`config.mk`:
```
export PLATFORM = sky130hd
export DESIGN_NAME = ext_unit_pipe
export DESIGN_NICKNAME = d
export VERILOG_FILES = /design/src/rtl/ext_unit_pipe.sv
export SDC_FILE = /design/constraint.sdc
export NUM_CORES = 1
export LEC_CHECK = 0
export ABC_AREA = 1
export BUFFER_PORTS_ARGS = -buffer_cell sky130_fd_sc_hd__buf_2
export CAP_MARGIN = 5
export CORE_MARGIN = 1.5
export CORE_UTILIZATION = 54
export DETAILED_ROUTE_END_ITERATION = 16
export PLACE_DENSITY = 0.79
export SKIP_LAST_GASP = 1
export SLEW_MARGIN = 20
export SYNTH_ARGS = -nofsm -noshare
export SYNTH_HDL_FRONTEND = slang
export SYNTH_SLANG_ARGS = --single-unit
```
`constraint.sdc`:
```
create_clock -name clk -period 2.6 [get_ports clk]
set_input_delay 0.26 -clock clk [delete_from_list [all_inputs] [get_ports clk]]
set_output_delay 0.26 -clock clk [all_outputs]
set_load 0.02 [all_outputs]
```
`src/rtl/ext_unit_pipe.sv`:
```
// Pipelined immediate-extension unit: ZE / SE / UPPER / SE<<2 of an IN_W-bit field to OUT_W bits,
// buffered in a two-entry valid/ready output queue with a completed-transfer counter.
module ext_unit_pipe #(
   parameter int unsigned IN_W  = 16,
   parameter int unsigned OUT_W = 32,
   parameter int unsigned CNT_W = 8
) (
   input  logic             clk,
   input  logic             reset,
   input  logic [IN_W-1:0]  A,
   input  logic [1:0]       MODE,
   input  logic             in_valid,
   output logic             in_ready,
   output logic [OUT_W-1:0] Y,
   output logic             out_valid,
   input  logic             out_ready,
   output logic [CNT_W-1:0] XCNT
);

   if (IN_W < 1 || IN_W + 2 > OUT_W) begin : g_param_check
      $error("ext_unit_pipe: IN_W must lie in 1..OUT_W-2");
   end

   localparam int unsigned PadW = OUT_W - IN_W;

   typedef enum logic [1:0] {
      StEmpty,
      StOne,
      StTwo
   } state_e;

   state_e             state_q, state_d;
   logic [OUT_W-1:0]   head_q, head_d;
   logic [OUT_W-1:0]   tail_q, tail_d;
   logic               in_ready_q, in_ready_d;
   logic               out_valid_q, out_valid_d;
   logic [CNT_W-1:0]   xcnt_q, xcnt_d;

   logic [OUT_W-1:0]   se;
   logic [OUT_W-1:0]   ext;
   logic               push, pop;

   always_comb begin
      se  = {{PadW{A[IN_W-1]}}, A};
      ext = '0;
      unique case (MODE)
         2'b00:   ext = {{PadW{1'b0}}, A};
         2'b01:   ext = se;
         2'b10:   ext = {A, {PadW{1'b0}}};
         2'b11:   ext = se << 2;
         default: ext = '0;
      endcase
   end

   assign push = in_valid & in_ready_q;
   assign pop  = out_valid_q & out_ready;

   always_comb begin
      state_d = state_q;
      head_d  = head_q;
      tail_d  = tail_q;
      xcnt_d  = pop ? xcnt_q + 1'b1 : xcnt_q;
      unique case (state_q)
         StEmpty: begin
            if (push) begin
               head_d  = ext;
               state_d = StOne;
            end
         end
         StOne: begin
            if (push && pop) begin
               head_d = ext;
            end else if (push) begin
               tail_d  = ext;
               state_d = StTwo;
            end else if (pop) begin
               state_d = StEmpty;
            end
         end
         StTwo: begin
            if (pop) begin
               head_d  = tail_q;
               state_d = StOne;
            end
         end
         default: state_d = StEmpty;
      endcase
      // Handshake outputs are registered copies of the next occupancy.
      in_ready_d  = (state_d != StTwo);
      out_valid_d = (state_d != StEmpty);
   end

   always_ff @(posedge clk) begin
      if (reset) begin
         state_q     <= StEmpty;
         head_q      <= '0;
         tail_q      <= '0;
         in_ready_q  <= 1'b0;
         out_valid_q <= 1'b0;
         xcnt_q      <= '0;
      end else begin
         state_q     <= state_d;
         head_q      <= head_d;
         tail_q      <= tail_d;
         in_ready_q  <= in_ready_d;
         out_valid_q <= out_valid_d;
         xcnt_q      <= xcnt_d;
      end
   end

   assign in_ready  = in_ready_q;
   assign out_valid = out_valid_q;
   assign Y         = head_q;
   assign XCNT      = xcnt_q;

endmodule
```
# Word level (Yosys, flattened, before mapping)
# Cells that the tools add are included.
# W data, S select, Z words.
[totals]
regBits = 76
latchBits = 0
ram_bits = 0
rom_bits = 0
inputBits = 22
out_inout_bits = 42
wordCells = 37
memories = 0
[classes]
addsub = 1
multipliers = 0
div_mod_pow = 0
order_cmp = 0
eq_ne = 9
shift = 0
mux = 11
bitwise = 3
reduce_logical = 7
[ops]
columns = ["op", "n"]
rows = [
  ["$pmux W32 S4", 1],
  ["$mux W32", 3],
  ["$pmux W32 S3", 1],
  ["$mux W2", 5],
  ["$add A8 B1 Y8 const B", 1],
  ["$ne A2 B2 Y1 const B", 4],
  ["$eq A2 B2 Y1 const B", 3],
  ["$pmux W2 S3", 1],
  ["$eq A2 B1 Y1 const B", 2],
  ["$logic_not A2 Y1", 2],
  ["$reduce_and A4 Y1", 1],
  ["$reduce_and A3 Y1", 1],
  ["$reduce_bool A3 Y1", 1],
  ["$and A1 B1 Y1", 2],
  ["$reduce_bool A2 Y1", 1],
  ["$logic_and A1 B1 Y1", 1],
  ["$not A1 Y1", 1],
]

# Depth between registers and ports, before layout
[depth]
word_depth = 6
mapped_depth = 9
ltp_nobuf = 8

# Worst setup path before layout
# No wires, ideal clock.
[synth_path]
kind = "register -> register"
startpoint = "reg out_valid_q (netlist: out_valid)"
endpoint = "reg head_q[31] (netlist: Y[31])"
setup_ns = 0.117
arrival_time_ns = 1.237
required_ns = 2.483
path_slack_ns = 1.246
stages_incl_launch_ff = 9
path_buffers = 1
period_less_slack_ns = 1.354
cell_sequence = "dfxtp_1 > nand2_1 > o21ai_1 > inv_2 > nor2_8 > inv_2 > buf_6 > nor2_1 > nor2_1"
[synth_via]
elab_chain_len = 4
word_cells_on_any_way = 5
classes_between = "eq/ne (2); bitwise (1); reduce/logical (2)"
[synth_rtl]
columns = ["element", "line", "rtl"]
rows = [
  ["from (decl)", "36", "logic out_valid_q, out_valid_d;"],
  ["from (signal assigned)", "106", "out_valid_q <= out_valid_d;"],
  ["$and A1 B1 Y1 (*)", "56", "assign pop = out_valid_q & out_ready;"],
  ["$logic_and A1 B1 Y1", "71", "if (push && pop) begin"],
  ["$ne A2 B2 Y1 (no source line)", "-", ""],
  ["$reduce_and A4 Y1 (no source line) (*)", "-", ""],
  ["to (signal assigned)", "96", "head_q <= '0;"],
  ["to (signal assigned)", "103", "head_q <= head_d;"],
  ["to (decl)", "33", "logic [OUT_W-1:0] head_q, head_d;"],
]
# Mark *: on every way between the ends. The rest lies on a longest branch, timed or not.
# A chain may end at the register's enable or synchronous reset.

# Worst setup path in the final report
[layout_path]
startpoint = "reg out_valid_q (netlist: out_valid)"
endpoint = "reg head_q[0] (netlist: Y[0])"
# Same word-level chain as after synthesis.

==> impl_results.md <==
* Outcome: finished clean
* DP HPWL at 5.55 mm
* Most common cell in the netlist: nand2_1
* TritonRoute pass-1 iters at 6
* Die width at 84.4 um
* Post-route ant nets at 0
* Final core occ at 62.6%
* Mux cell area share after synthesis at 0%
* Clock latency on the worst-skew pair at 0.35 ns
* Pwr Density at 630 mW/mm^2
* R2R Setup Slk at 0.84 ns
* First-pass GRT wire length at 14.4 mm
* Final Wtd Congestion at 0.836
* RSZ-0062 raised after global routing: false
* Hold Buf Count CTS at 0
* Maximum VDD drop at 384 uV
* Layout cell share with drive strength beyond 1 at 16.2%
* CP max FO at 34
* GRT Residual Overflow at 0
* CP required at 2.85 ns
* Total wire length at 8.51 mm
* Clk buf depth at 2
* Setup WS pre-CTS at 0.828 ns
* Filler cells at 598
* Dpl cell area at 0.00379 mm^2
* Core ar. at 0.00639 mm^2
* Post-synth top area cell: dfxtp_1
* Final WS setup at 0.841 ns
* DR iter-0 viols at 244
* Final hold violations at 0
* Cts bufs inserted at 9
* FF+latch count, synth at 76
* Post-Synthesis Mean Instance Area at 6.76 um^2
* Register Area at 0.00152 mm^2
* RR Endpoint: Y[0]
* Post-Synth Adder-Cell Area at 0.349%
* Synth top area share at 42.5%
* Fin. max-slew vios at 0
* Period utilization at 67.7%
* Predominant post-synthesis flop cell: dfxtp_1
* Worst min path class: in2reg
* Netlist cell types at 25
* Die footprint at 0.00713 mm^2
* P_leak at 1.87 nW
* Number of global-route vias before repair at 3,228
* CTS Root Cell: clkbuf_8
* Post-Synth Simple-Gate Area at 33.3%
* Setup Fix Bufs, Post-CTS at 0
* Number of max-cap violations at 0
* Final setup vio count at 0
* Largest net degree at the start of global routing at 48
* Worst setup path start: out_valid
* R2R cell count at 7
* Critical path class: reg2reg
* Synth area leaders: dfxtp_1 (42%), nand2_1 (18%), a21oi_1 (7.0%)
* Combined area of the multi-input logic cells at 0.00169 mm^2
* CTS tree: yes
* XOR/XNOR Fraction of Synth Area at 0%
* Yosys warns at 0
* Worst setup EP type: flip-flop
* ANT cells at 0
* Sequential fraction of the synthesis area at 42.5%
* Vias at 3,482
* # nets final at 597
* Num ports at 64
* Post-synth EDFFs at 0
* Wire length per cell at 13.0 um
* Worst r2r src: out_valid
* Setup crit start kind: flip-flop
* Synth Area in Compound Gates at 13.6%
* Die height at 84.4 um
* Relative slew margins at 64.4%
* Final min period at 1.76 ns
* Vias/cell at 5.31
* CTS resizes at 0
* Net count after synthesis at 553
* Crit path capture: Y[0]
* Worst-Margin Slew at 0.534 ns
* # rows at 29
* Post-Syn Instances at 530
* Max Clk Rate at 0.568 GHz
* Critical path arrival at 2.01 ns
* Netlist Area Pre-Place at 0.00358 mm^2
* Clock-pin slew on the worst setup and hold paths at 0.07 ns
* Total negative slack at 0 ns
* Starting density of the core at 56.1%
* Number of port buffers at 63
* Cell area after layout at 0.00400 mm^2
* GRT Util Overall at 24.9%
* Largest family of logic cells by synthesized area: simple AND/OR/NAND/NOR gates
* Residual DRC at 0
* Sink Count at 76
* H-Tree Depth at 3
* Area Overhead vs Synth at 11.6%
* Asr flop ratio synth at 0%
* Initial antenna violation count at 0
* Skew final at 0.00555 ns
* Most common library cells after synthesis: nand2_1 (176), dfxtp_1 (76), nor2_1 (51)
-- where the power goes --
part           internal (W)  leakage, nW  switching (W)
Combinational      0.000111         1.15       0.000245
Sequential          0.00122        0.617      0.0000247
Clock              0.000493        0.102       0.000428
-- critical path: stages (launching register included) --
cell and delay (ns):
dfxtp_1 0.35, nand2_1 0.10, o21ai_1 0.14, inv_2 0.10
nor2_8 0.37, inv_2 0.35, nor2_1 0.17, nor2_1 0.06
-- through the flow --
step / instances / hold slack (ns) / power [W]
after floorplan: 530 / 0.424 / 0.00154
after global placement: 640 / 0.433 / 0.00161
after detailed placement: 640 / 0.443 / 0.00162
after CTS: 656 / 0.225 / 0.00252
after global routing: 656 / 0.254 / 0.00262
final: 656 / 0.224 / 0.00252
-- flip-flops by register name, summed over array words and instances, names as in the netlist --
register   count
Y             32
in_ready       1
XCNT           8
state_q        2
tail_q        32
out_valid      1
-- worst min-delay path by stage --
stage,startpoint,end,slack [ns],cells after the start
4_1_cts,out_ready,XCNT[0],0.23,4
5_1_grt,out_ready,XCNT[0],0.25,4
3_3_place_gp,tail_q[31],tail_q[31],0.43,2
3_5_place_dp,tail_q[17],tail_q[17],0.44,2
2_1_floorplan,tail_q[31],tail_q[31],0.42,2
6_report,out_ready,XCNT[0],0.22,4
-- logic make-up after synthesis --
group	after synthesis
AO/OA/AOI/OAI	97
buffers and inverters	70
AND/OR/NAND/NOR	286
adder cells (fa/ha/maj)	1
flip-flops	76
-- layout by cell type (no fill, tap or decap), types with 3 or more instances in the layout --
cell type,n
buf_4,4
clkbuf_8,11
nand3_1,47
buf_2,63
o21ai_0,41
inv_2,4
nand2_1,176
inv_1,30
nand4_1,3
dfxtp_1,76
a21oi_1,50
o21ai_1,4
nor2_1,51
-- cell type report --
| class | count | area share, % |
|---|---|---|
| Clock inverter | 4 | 1.19 |
| Inverter | 36 | 3.44 |
| Sequential cell | 76 | 38.1 |
| Clock buffer | 12 | 3.88 |
| Multi-Input combinational cell | 384 | 42.4 |
| Timing Repair Buffer | 67 | 8.64 |
| Tap cell | 77 | 2.41 |
-- layer usage --
layer  vias up  track usage (%)  wire length [um]
met5         -                0                 0
met4         0             11.3               159
met3        15             5.41               429
met2        97             39.9              4020
met1      1592             32.4              3900
li1       1778                -                 -
No activity file was read; power rests on OpenSTA's default activity.
